[src/rtl/multsigned_pkg.sv]
// Shared definitions for the signed partial-product datapath: FSM states and
// width helpers so producer and consumer derive identical sizes.
package multsigned_pkg;

  typedef enum logic [1:0] {
    IDLE  = 2'd0,
    ACCUM = 2'd1,
    FLUSH = 2'd2,
    DONE  = 2'd3
  } state_t;

  // Radix-8 style grouping: one partial product per 3 multiplier bits.
  function automatic int pp_per_mul_f(input int in_size_1);
    return (in_size_1 + 2) / 3;
  endfunction

  // Accumulator must hold MAX_LEN products without overflow.
  function automatic int acc_size_f(input int pp_size, input int max_len);
    return pp_size + $clog2(max_len);
  endfunction

endpackage

[src/rtl/pp_lane_reducer.sv]
// One lane: reduces its partial products to a signed product (stage 1),
// then accumulates the registered product into a wide signed sum.
module pp_lane_reducer
  import multsigned_pkg::*;
#(
  parameter int PP_PER_MUL = 3,
  parameter int PP_SIZE    = 12,
  parameter int ACC_SIZE   = 20
) (
  input  logic                clk,
  input  logic                rst,
  input  logic [PP_SIZE-1:0]  pp [0:PP_PER_MUL-1],
  input  logic                enable,
  input  logic                clear,
  output logic [ACC_SIZE-1:0] acc
);

  logic [PP_SIZE-1:0] sum;
  logic [PP_SIZE-1:0] product_q;
  logic               valid_q;

  // Sum the partial products modulo 2^PP_SIZE; the result is the two's
  // complement product.
  always_comb begin
    sum = '0;
    for (int j = 0; j < PP_PER_MUL; j++) begin
      sum = sum + pp[j];
    end
  end

  // Stage-1 product register with its valid bit.
  always_ff @(posedge clk or posedge rst) begin
    if (rst) begin
      product_q <= '0;
      valid_q   <= 1'b0;
    end else if (clear) begin
      valid_q   <= 1'b0;
    end else begin
      valid_q <= enable;
      if (enable) begin
        product_q <= sum;
      end
    end
  end

  // Accumulate the sign-extended product; wraps modulo 2^ACC_SIZE.
  always_ff @(posedge clk or posedge rst) begin
    if (rst) begin
      acc <= '0;
    end else if (clear) begin
      acc <= '0;
    end else if (valid_q) begin
      acc <= acc + {{(ACC_SIZE-PP_SIZE){product_q[PP_SIZE-1]}}, product_q};
    end
  end

endmodule

[src/rtl/pp_accumulator_array.sv]
// Consumer of the partial-product interface: per-lane reduce and accumulate
// over a programmed number of beats, results offered with valid/ready.
module pp_accumulator_array
  import multsigned_pkg::*;
#(
  parameter int IN_SIZE_0    = 4,
  parameter int IN_SIZE_1    = 8,
  parameter int ARRAY_SIZE   = 8,
  parameter int MAX_LEN      = 256,
  parameter int PP_PER_MUL   = pp_per_mul_f(IN_SIZE_1),
  parameter int PP_PER_ARRAY = PP_PER_MUL * ARRAY_SIZE,
  parameter int PP_SIZE      = IN_SIZE_0 + IN_SIZE_1,
  parameter int LEN_SIZE     = $clog2(MAX_LEN + 1),
  parameter int ACC_SIZE     = acc_size_f(PP_SIZE, MAX_LEN)
) (
  input  logic                clk_i,
  input  logic                rst_i,
  input  logic                start_i,
  input  logic [LEN_SIZE-1:0] len_i,
  input  logic                in_valid_i,
  output logic                in_ready_o,
  input  logic [PP_SIZE-1:0]  pp_i [0:PP_PER_ARRAY-1],
  output logic                out_valid_o,
  input  logic                out_ready_i,
  output logic [ACC_SIZE-1:0] acc_o [0:ARRAY_SIZE-1],
  output logic                busy_o
);

  state_t              state;
  state_t              next_state;
  logic [LEN_SIZE-1:0] count;
  logic                accept;
  logic                start_ok;
  logic                last_beat;

  assign accept    = in_valid_i && in_ready_o && (state == ACCUM);
  assign start_ok  = (state == IDLE) && start_i && (len_i != '0) &&
                     (len_i <= LEN_SIZE'(MAX_LEN));
  assign last_beat = accept && (count == LEN_SIZE'(1));

  // Next-state logic.
  always_comb begin
    next_state = state;
    case (state)
      IDLE:    if (start_ok)    next_state = ACCUM;
      ACCUM:   if (last_beat)   next_state = FLUSH;
      FLUSH:                    next_state = DONE;
      DONE:    if (out_ready_i) next_state = IDLE;
      default:                  next_state = IDLE;
    endcase
  end

  // State register plus handshake outputs registered from the next state,
  // so they never depend combinationally on the inputs.
  always_ff @(posedge clk_i or posedge rst_i) begin
    if (rst_i) begin
      state       <= IDLE;
      in_ready_o  <= 1'b0;
      out_valid_o <= 1'b0;
      busy_o      <= 1'b0;
    end else begin
      state       <= next_state;
      in_ready_o  <= (next_state == ACCUM);
      out_valid_o <= (next_state == DONE);
      busy_o      <= (next_state != IDLE);
    end
  end

  // Remaining-beat counter: loaded on a valid start, decremented per beat.
  always_ff @(posedge clk_i or posedge rst_i) begin
    if (rst_i) begin
      count <= '0;
    end else if (start_ok) begin
      count <= len_i;
    end else if (accept) begin
      count <= count - LEN_SIZE'(1);
    end
  end

  // One reducer/accumulator per lane, fed its own slice of the beat.
  for (genvar i = 0; i < ARRAY_SIZE; i++) begin : g_lane
    logic [PP_SIZE-1:0] lane_pp [0:PP_PER_MUL-1];

    for (genvar j = 0; j < PP_PER_MUL; j++) begin : g_pp
      assign lane_pp[j] = pp_i[i*PP_PER_MUL + j];
    end

    pp_lane_reducer #(
      .PP_PER_MUL (PP_PER_MUL),
      .PP_SIZE    (PP_SIZE),
      .ACC_SIZE   (ACC_SIZE)
    ) u_lane (
      .clk    (clk_i),
      .rst    (rst_i),
      .pp     (lane_pp),
      .enable (accept),
      .clear  (start_ok),
      .acc    (acc_o[i])
    );
  end

endmodule
[config.mk]
export PLATFORM = sky130hd
export DESIGN_NAME = pp_accumulator_array
export DESIGN_NICKNAME = d
export VERILOG_FILES = /design/src/rtl/multsigned_pkg.sv /design/src/rtl/pp_lane_reducer.sv /design/src/rtl/pp_accumulator_array.sv
export SDC_FILE = /design/constraint.sdc
export NUM_CORES = 1
export LEC_CHECK = 0
export BUFFER_PORTS_ARGS = -buffer_cell sky130_fd_sc_hd__buf_2
export CORE_ASPECT_RATIO = 1.5
export CORE_UTILIZATION = 40
export CTS_CLUSTER_SIZE = 8
export DETAILED_ROUTE_END_ITERATION = 8
export GPL_TIMING_DRIVEN = 0
export SYNTH_ARGS = -nofsm -noshare
export SYNTH_HDL_FRONTEND = slang
export SYNTH_HIERARCHICAL = 1
export SYNTH_SLANG_ARGS = --single-unit
[constraint.sdc]
create_clock -name clk_i -period 4.4 [get_ports clk_i]
set_input_delay 0.88 -clock clk_i [delete_from_list [all_inputs] [get_ports clk_i]]
set_output_delay 0.88 -clock clk_i [all_outputs]
set_load 0.02 [all_outputs]
==> flow_summary.ini <==
[finish]
stdcell_count = 3855
antenna_cells = 0
fillers = 5697
seq_area_sq_um = 6960
finalNetCount = 3712
multi_input_area_sq_um = 16200
drive_gt1_share_pct = 20.9
area_growth_pct = 18.6

[critical_path]
crit_type = flop to flop
critPathSlowestCell = inv_1
crit_arrival_ns = 4.24
worst_ep_required_time_ns = 4.86
worstReg2RegEnd = g_lane[6].u_lane/product_q[5]$_DFFE_PP0P_
critPathCaptureType = flop
cp_common_cell = clkbuf_1
cp_slowest_stage_delay_ns = 0.69
path_buf_inv = 5
start_kind = flop
critical_path.max_fanout = 16
rr_startpoint = state[0]$_DFF_PP0_
crit_chain = nor4b_4 -> a21oi_1 -> buf_2 -> inv_1 -> clkbuf_1 -> nand2b_1 -> clkbuf_1 -> clkbuf_1 -> nand2_1 -> o31ai_1
r2r_slack_ns = 0.62
crit_family = buffers and inverters
reg2reg_depth = 10

[clocking]
cts_tree = built
clock_latency_ns = 0.57
cts_buffer_depth = 3
clk_pin_slew_ns = 0.05
cts_root_buf = clkbuf_16
htreeDepth = 2
cts_sinks = 278
postCtsSetupRepairBufs = 0
numCtsBuffers = 41
ctsHoldBuffers = 0
cts-resized-gates = 0

[pwr]
leakage_uw = 0.0138
vdd_ir_drop_max_v = 0.000306
powerDensity_nw_per_um2 = 863

[sta]
timing.final.ws_setup_ns = 0.620
period_needed_ns = 3.78
setup_violations = 0
rsz0062_at_grt = false
drv_slew = 0
worst_hold_slack_ns = 0.478
worst_pin_slew_ns = 0.928
relSlewSlack_pct = 38.1
hold_viol_final = 0
max_freq_mhz = 265
fin_skew_ns = 0.0219
post-route-period-util_pct = 85.9

[drt]
avgRoutedWirePerCell_microns = 17.0
firstDrtPassIters = 6
wl_microns = 65600
num_vias = 20860
drt_iter0_drc = 885
drc = 0
drtAntennaViolNets = 0
via_per_inst = 5.41

[placed_design]
dpl_worst_slack_ns = -0.0152
dpl.cell_count = 3802
numPortBuffers = 464
dp_hpwl_microns = 52700
routabilityCongestion = 0.882

[global_routing]
grt_usage_pct = 21.2
grt_first_pass_wirelength_microns = 106000
grt_start_max_net_pins = 34
overflow = 0
grt_pass1_vias = 21277
antenna_found_initial = 1

[yosys]
post-synth-top-area-fraction_pct = 28.9
synth_seq_cells = 278
synthFlopType = dfrtp_1
synth.distinct_cells = 100
synth_async_sr_flop_share_pct = 100
yosysMostFrequentCell = dfrtp_1
ys_seq_area_share_pct = 28.9
yosysTopAreaCell = dfrtp_1
syn_nets = 3201
synth_commonest_cells = 278 x dfrtp_1, 234 x ha_1, 218 x nor2_1
synth_warnings = 6
synth_area_leaders = dfrtp_1 29%, ha_1 12%, fa_1 8.7%, xnor2_1 3.9%, mux2i_1 3.7%
synth_edf_count = 0
synth.avg_cell_area_sq_um = 9.39
syn_area_sq_um = 24100
synthesis.instances = 2561

[die]
fp-row-count = 109
io_pins = 465
dieWidth_microns = 202
initial_core_util_pct = 40.6
die-area_sq_um = 61100
die_h_microns = 302
core_sq_um = 59200

[run]
cap_violations = 0

[hold_path]
min_path_type = input pin to async pin

[status]
status = finished, final reports clean
## routing by layer
metal | up-vias | global-route usage, % | part of all wire (%)
met4 | 0 | 7.02 | 2.6
met3 | 112 | 3.60 | 4.8
met1 | 9993 | 24.6 | 41
met2 | 512 | 39.2 | 51
met5 | - | 0 | 0
li1 | 10243 | - | -
## per-stage QoR
step / util [%] / cell area, sq um / power [uW] / setup TNS, ns
after floorplan: - / 24100 / 17700 / 0
after global placement: 46.2 / 27300 / 21300 / 0
after detailed placement: 46.2 / 27300 / 21700 / -0.0307
after CTS: 48.1 / 28400 / 24800 / 0
after global routing: 48.2 / 28500 / 26900 / 0
final: 48.2 / 28500 / 24600 / 0
## registers in the layout, summed over array words and instances, names as in the netlist
| signal | flops |
|---|---|
| out_valid_o | 1 |
| g_lane.u_lane/acc | 160 |
| state | 2 |
| g_lane.u_lane/valid_q | 8 |
| g_lane.u_lane/product_q | 96 |
| in_ready_o | 1 |
| count | 9 |
| busy_o | 1 |
## where the power goes
group	total (uW)	switching [uW]	internal, uW
Sequential	5150	1270	3880
Clock	2860	1180	1670
Combinational	16600	9570	7050
Total	24600	12000	12600
## cells by family (layout without fill, tap and decap cells)
family | count (synthesis) | after routing | share of synthesized area (%)
simple gates | 728 | 728 | 15.2
compound gates | 712 | 712 | 20.7
fa+ha+maj | 338 | 338 | 20.8
flops | 278 | 278 | 28.9
buf+inv | 230 | 747 | 3.66
xor+xnor | 170 | 170 | 6.19
mux | 105 | 105 | 4.45
## worst max-delay path by stage
stage	cells after the start	startpoint	to
3_5_place_dp	11	len_i[8]	g_lane[6].u_lane/product_q[5]$_DFFE_PP0P_
4_1_cts	10	state[0]$_DFF_PP0_	g_lane[6].u_lane/product_q[5]$_DFFE_PP0P_
2_1_floorplan	12	pp_i[253]	g_lane[0].u_lane/product_q[11]$_DFFE_PP0P_
5_1_grt	10	state[0]$_DFF_PP0_	g_lane[6].u_lane/product_q[3]$_DFFE_PP0P_
3_3_place_gp	11	len_i[8]	g_lane[6].u_lane/product_q[9]$_DFFE_PP0P_
6_report	10	state[0]$_DFF_PP0_	g_lane[6].u_lane/product_q[5]$_DFFE_PP0P_
## cell usage in the layout (no fill, tap or decap), types with 15 or more instances in the layout
cell type,n
o211ai_1,25
o21ai_1,34
nand2_1,193
nand3b_1,16
nand2b_1,50
mux2i_1,89
fa_1,104
clkbuf_16,41
o31ai_1,36
and3_1,19
xnor2_1,108
nand3_1,43
a211oi_1,34
dfrtp_1,278
clkbuf_1,77
buf_2,471
nor2_1,218
o21a_1,35
a21o_1,81
nand4_1,24
nor3_1,45
o21ai_0,113
a21oi_2,17
nor3b_1,15
inv_1,129
a22o_1,19
xor2_1,62
nor2b_1,26
or3_1,16
a31oi_1,26
ha_1,234
a21oi_1,135
## cell type report
class	count	share of cell area, %
repair buffers	468	8.45
plain buffers	92	1.27
clock inverters	4	0.158
multi-input cells	2053	56.8
clock buffers	45	3.68
inverters	138	1.82
flip-flops and latches	278	24.4
well taps	777	3.41
Power figures use the tool's default switching activity.
